File: config.mk
export PLATFORM = sky130hd
export DESIGN_NAME = apb_req_bridge
export DESIGN_NICKNAME = d
export VERILOG_FILES = /design/src/rtl/apb_req_bridge.sv
export SDC_FILE = /design/constraint.sdc
export NUM_CORES = 1
export LEC_CHECK = 0
export BUFFER_PORTS_ARGS = -buffer_cell sky130_fd_sc_hd__buf_2
export CORE_UTILIZATION = 45
export CTS_BUF_LIST = sky130_fd_sc_hd__clkbuf_16
export DETAILED_ROUTE_END_ITERATION = 6
export HOLD_SLACK_MARGIN = 0.15
export PLACE_DENSITY = 0.85
export SLEW_MARGIN = 20
export SYNTH_ARGS = -nofsm -noshare
export SYNTH_HDL_FRONTEND = slang
export SYNTH_SLANG_ARGS = --single-unit
File: constraint.sdc
create_clock -name clk -period 1.95 [get_ports clk]
set_clock_uncertainty 0.05 [all_clocks]
set_input_delay 0.39 -clock clk [delete_from_list [all_inputs] [get_ports clk]]
set_output_delay 0.39 -clock clk [all_outputs]
set_load 0.005 [all_outputs]
File: src/rtl/apb_req_bridge.sv
// Valid/ready request channel to APB master bridge, one transaction in flight.
// Optional ACCESS-phase timeout is enabled by defining APB_TIMEOUT_EN.
//
// state  | meaning
// IDLE   | ready for a request, no bus activity
// SETUP  | APB setup phase, psel=1 penable=0
// ACCESS | APB access phase, waiting for pready
// RESP   | response held on rsp_* until rsp_ready
module apb_req_bridge #(
  parameter int ADDR_W         = 32,
  parameter int DATA_W         = 32,
  parameter int TIMEOUT_CYCLES = 256
) (
  input  logic              clk,
  input  logic              rst_n,
  input  logic              req_valid,
  output logic              req_ready,
  input  logic              req_write,
  input  logic [ADDR_W-1:0] req_addr,
  input  logic [DATA_W-1:0] req_wdata,
  output logic              rsp_valid,
  input  logic              rsp_ready,
  output logic [DATA_W-1:0] rsp_rdata,
  output logic              rsp_err,
  output logic              busy,
  output logic [ADDR_W-1:0] paddr,
  output logic              psel,
  output logic              penable,
  output logic              pwrite,
  output logic [DATA_W-1:0] pwdata,
  input  logic              pready,
  input  logic [DATA_W-1:0] prdata,
  input  logic              pslverr
);

  typedef enum logic [1:0] {IDLE, SETUP, ACCESS, RESP} stateT;

  stateT state, stateNxt;
  logic  rdyEn;
  logic  accept;
  logic  misaligned;
  logic  timeoutHit;

  assign accept     = req_valid && req_ready;
  assign misaligned = (req_addr[1:0] != 2'b00);

`ifdef APB_TIMEOUT_EN
  localparam int CW = $clog2(TIMEOUT_CYCLES + 1);
  logic [CW-1:0] waitCnt;

  always_ff @(posedge clk or negedge rst_n) begin
    if (!rst_n) begin
      waitCnt <= '0;
    end else if (state == SETUP) begin
      waitCnt <= '0;
    end else if (state == ACCESS && !pready) begin
      waitCnt <= waitCnt + CW'(1);
    end
  end

  assign timeoutHit = (state == ACCESS) && !pready && (waitCnt == CW'(TIMEOUT_CYCLES - 1));
`else
  assign timeoutHit = 1'b0;
`endif

  // rdyEn keeps req_ready low until the first edge after reset release
  always_ff @(posedge clk or negedge rst_n) begin
    if (!rst_n) begin
      state <= IDLE;
      rdyEn <= 1'b0;
    end else begin
      state <= stateNxt;
      rdyEn <= 1'b1;
    end
  end

  always_comb begin
    stateNxt = state;
    case (state)
      IDLE:    if (accept) stateNxt = misaligned ? RESP : SETUP;
      SETUP:   stateNxt = ACCESS;
      ACCESS:  if (pready || timeoutHit) stateNxt = RESP;
      RESP:    if (rsp_ready) stateNxt = IDLE;
      default: stateNxt = IDLE;
    endcase
  end

  always_comb begin
    req_ready = (state == IDLE) && rdyEn;
    psel      = (state == SETUP) || (state == ACCESS);
    penable   = (state == ACCESS);
    rsp_valid = (state == RESP);
    busy      = (state != IDLE);
  end

  always_ff @(posedge clk or negedge rst_n) begin
    if (!rst_n) begin
      paddr     <= '0;
      pwrite    <= 1'b0;
      pwdata    <= '0;
      rsp_rdata <= '0;
      rsp_err   <= 1'b0;
    end else begin
      if (accept) begin
        paddr  <= req_addr;
        pwrite <= req_write;
        pwdata <= req_write ? req_wdata : '0;
        if (misaligned) begin
          rsp_err   <= 1'b1;
          rsp_rdata <= '0;
        end
      end
      if (state == ACCESS) begin
        if (pready) begin
          rsp_err   <= pslverr;
          rsp_rdata <= (pwrite || pslverr) ? '0 : prdata;
        end else if (timeoutHit) begin
          rsp_err   <= 1'b1;
          rsp_rdata <= '0;
        end
      end
    end
  end

endmodule

After elaboration in Yosys (flattened, before gate mapping)
Cells that the tools add are included.
{"block": "op_classes", "n_eq_ne": 6, "mux": 15, "reduce_logical": 8}
{"op": "2-to-1 mux 32 bit", "n": 6}
{"op": "2-to-1 mux 2 bit", "n": 4}
{"op": "one-hot mux 2 bit (4 select lines)", "n": 1}
{"op": "== test 2 bit (second input constant)", "n": 2}
{"op": "2-to-1 mux 1 bit", "n": 4}
{"op": "!= test 2 x 1 -> 1 bit (second input constant)", "n": 2}
{"op": "nonzero test 2 bit", "n": 2}
{"op": "AND reduction 3 bit", "n": 1}
{"op": "== test 2 x 1 -> 1 bit (second input constant)", "n": 1}
{"op": "logical AND 1 bit", "n": 2}
{"op": "logical NOT 2 bit", "n": 1}
{"op": "logical OR 1 bit", "n": 2}
{"op": "!= test 2 bit (second input constant)", "n": 1}
{"block": "word_totals", "ff_bits": 101, "input_bits": 103, "wordCells": 36}

Depth between registers and ports, before layout
{"block": "depth", "word_depth": 6, "ltp_mapped": 7, "ltp_nobuf": 5}

Worst setup path after synthesis
No wires, ideal clock.
{"block": "synth_path", "path_kind": "reg-to-reg", "startpoint": "register state[0]", "endpoint": "register state[1]", "t_arrival_ns": 1.452, "t_required_ns": 1.773, "setup_slack_ns": 0.321, "stages_incl_launch_ff": 5, "period_less_slack_ns": 1.629, "path_cell_list": "dfrtp_1 -> inv_1 -> ha_1 -> a222oi_1 -> mux2_1"}
{"block": "synth_via", "word_cells_on_any_way": 11}
{"item": "start: declaration", "line": "38", "rtl": "stateT state, stateNxt;"}
{"item": "start signal: assignment", "line": "72", "rtl": "state <= stateNxt;"}
{"item": "== test 2 bit *"}
{"item": "named net penable", "line": "28", "rtl": "output logic penable,"}
{"item": "!= test 2 x 1 -> 1 bit (no source line)"}
{"item": "AND reduction 3 bit (no source line)"}
Mark *: on every way through the listed nets, which the timed path passes. The rest lies on a longest branch.
A chain may end at the register's enable or synchronous reset.

Worst setup path in the final report
{"block": "layout_path", "startpoint": "register state[0]", "endpoint": "output req_ready"}
{"block": "layout_via", "elab_chain_cells": 2}
{"item": "logical NOT 2 bit", "line": "89", "rtl": "req_ready = (state == IDLE) && rdyEn;"}
{"item": "logical AND 1 bit", "line": "89"}
{"item": "end: declaration", "line": "17", "rtl": "output logic req_ready,"}
Every way passes these cells.

==> metrics.txt <==
All-Layer GR Usage 0.1994; CP bufs+invs 2; DIE AREA 0.008969 mm2; initial antenna violation count 0; DR WL/cell 14.41 um; Antenna Cells 0; Overflow after GRT 0; crit path max fanout 4; Slew Viols, Final 0; crit end category output pin; CTS sink cnt 101; MaxCap Viol Count 0; Starting Density 0.4683; PortBufs 205; Die Wd 94.71 um; Syn Inst Count 308; die height 94.71 um; synth warn 0; dpl cells 603; Setup WS pre-CTS 0.1645 ns; Final WS setup 0.1542 ns; unrepaired setup endpoints after global routing false; Final Cell Area 0.005325 mm2; Mapped Avg Cell Area 12.56 um2; Peak Freq 0.5569 GHz; Slowest-stage cell, CP dfrtp_1; setup TNS after final layout 0 ns; largest net degree at the start of global routing 102; ANT nets after route 0; Rows 33; Final Setup Violations 0; Max VDD drop 0.6801 mV; Period Utilization, post-route 0.9209; Critical Path RT 1.51 ns; delay-heaviest family, CP flip-flops; GP Congestion 0.7695; Layout Cells excl Fill 620; post-route minimum period 1.796 ns; Setup CP Type reg -> out; Vias 3086; pwr dens 1567 mW/mm2; First-pass DRT Iterations 4; core area 0.008258 mm2; number of remaining DRC errors 0; Num CTS Buffers 9; Worst-Margin Slew 0.5446 ns; layout cells sized above 1 0.5087; clock tree buffer depth 2; root buffer cell clkbuf_16; Pwr Total 8.346 mW; Worst Hold Class in -> reg; Via density 4.977; I/O pin count 206; status completed; Yosys cell types 21; placement-stage cell area 0.005007 mm2; Final HPWL DP 6514 um; cell leakage power 2.909 nW; global-route wire length before repair 13790 um; crit-path cells inv_1 -> ha_2 -> and2_1 -> buf_2; CTS tree done; DR iter-0 viols 98; Critical Path Max Stage Delay 0.38 ns; flops & latches, synth 101; final net count 617; Post-Syn Nets 415; CP startpoint kind flop; number of global-route vias before repair 2986; Clock Latency Late Sink 0.33 ns; Post-CTS Setup Repair Bufs 0; CP Data Arrival Time 1.36 ns; WL final 8935 um; sequential cell area fraction in the yosys report 0.6535; Hold Violations, Final 0; Mapped Area 0.003867 mm2; clk slew on worst S/H paths 0.07 ns; H-tree depth 3; worst relative slew slack 0.6369; Synth-to-Final Area Change 37.69%
==> cell type report <==
cell class	count	area [um2]
clock buffer	9	225.2
clock inverter	7	80.08
fill	684	2933
inverter	5	18.77
multi-input combinational	182	1229
sequential	101	2527
tap	105	131.4
timing repair buffer	211	1114
==> cell families after synthesis <==
logic type / after synthesis / synth area share
compound gates: 70 / 0.1242
fa+ha+maj: 4 / 0.01294
buf+inv: 25 / 0.03300
flops: 101 / 0.6535
mux: 35 / 0.1016
other cells: 1 / 0.0009696
simple gates: 72 / 0.07376
==> per-stage QoR <==
step | util | hold slack, ns
2_1_floorplan | - | 0.04441
3_3_place_gp | 0.6064 | 0.4080
3_5_place_dp | 0.6064 | 0.4169
4_1_cts | 0.6445 | 0.2092
5_1_grt | 0.6448 | 0.2141
6_report | 0.6448 | 0.2179
==> flip-flops by register name, summed over array words and instances (netlist names) <==
register	count
paddr	32
rsp_err	1
state	2
rsp_rdata	32
rdyEn	1
pwdata	32
pwrite	1
==> cells in the final DEF, fill, tap and decap left out, drive strengths merged <==
cell	instances
buf	210
dfrtp	101
nand2	66
mux2	34
o21ai	33
a22o	32
clkbuf	9
inv	8
ha	4
nor2	3
o21a	2
a21oi	2
clkinv	2
and2	1
nor3	1
nand3	1
a222oi	1
mux2i	1
clkinvlp	1
bufinv	1
dlygate4sd3	1
conb	1
==> final timing paths <==
kind,end,depth (start not counted),start,slack (ns)
min in group asynchronous,rsp_rdata[2],3,rst_n,0.56
max in group asynchronous,rsp_rdata[22],3,rst_n,0.84
min reg2reg,pwdata[18],2,pwdata[18],0.43
max,req_ready,4,state[0],0.15
max reg2reg,state[1],4,state[0],0.17
min,rsp_rdata[24],2,prdata[24],0.22
==> cell usage after synthesis (all sizes together) <==
library cell,count,area (um2)
a222oi,1,10.01
ha,4,50.05
buf,12,78.82
a21oi,2,10.01
o21ai,33,165.2
mux2,34,382.9
dfrtp,101,2527
nor2,3,11.26
and2,1,6.260
mux2i,1,10.01
nand2,66,247.7
clkbuf,8,30.03
nor3,1,10.01
a22o,32,280.3
conb,1,3.750
inv,5,18.77
nand3,1,10.01
o21a,2,15.01
==> power by group <==
part	internal (mW)	switching, mW	leakage (nW)
Sequential	3.14	0.557	1.29
Clock	1.01	0.791	0.148
Combinational	1.57	1.28	1.47
Total	5.72	2.63	2.91
==> routing by layer <==
metal / up-vias / global-route usage / wire (um)
met3: 21 / 0.06441 / 698
li1: 1462 / - / -
met5: - / 0 / 0
met1: 1459 / 0.2374 / 3576
met2: 144 / 0.3351 / 4463
met4: 0 / 0.07702 / 195
==> timing repair <==
item                                   CTS  global route
setup endpoints to repair                0             1
endpoints found under the hold margin  101             0
hold buffers                             1             0
resized for setup                        0             1
No activity file was read; power rests on OpenSTA's default activity.
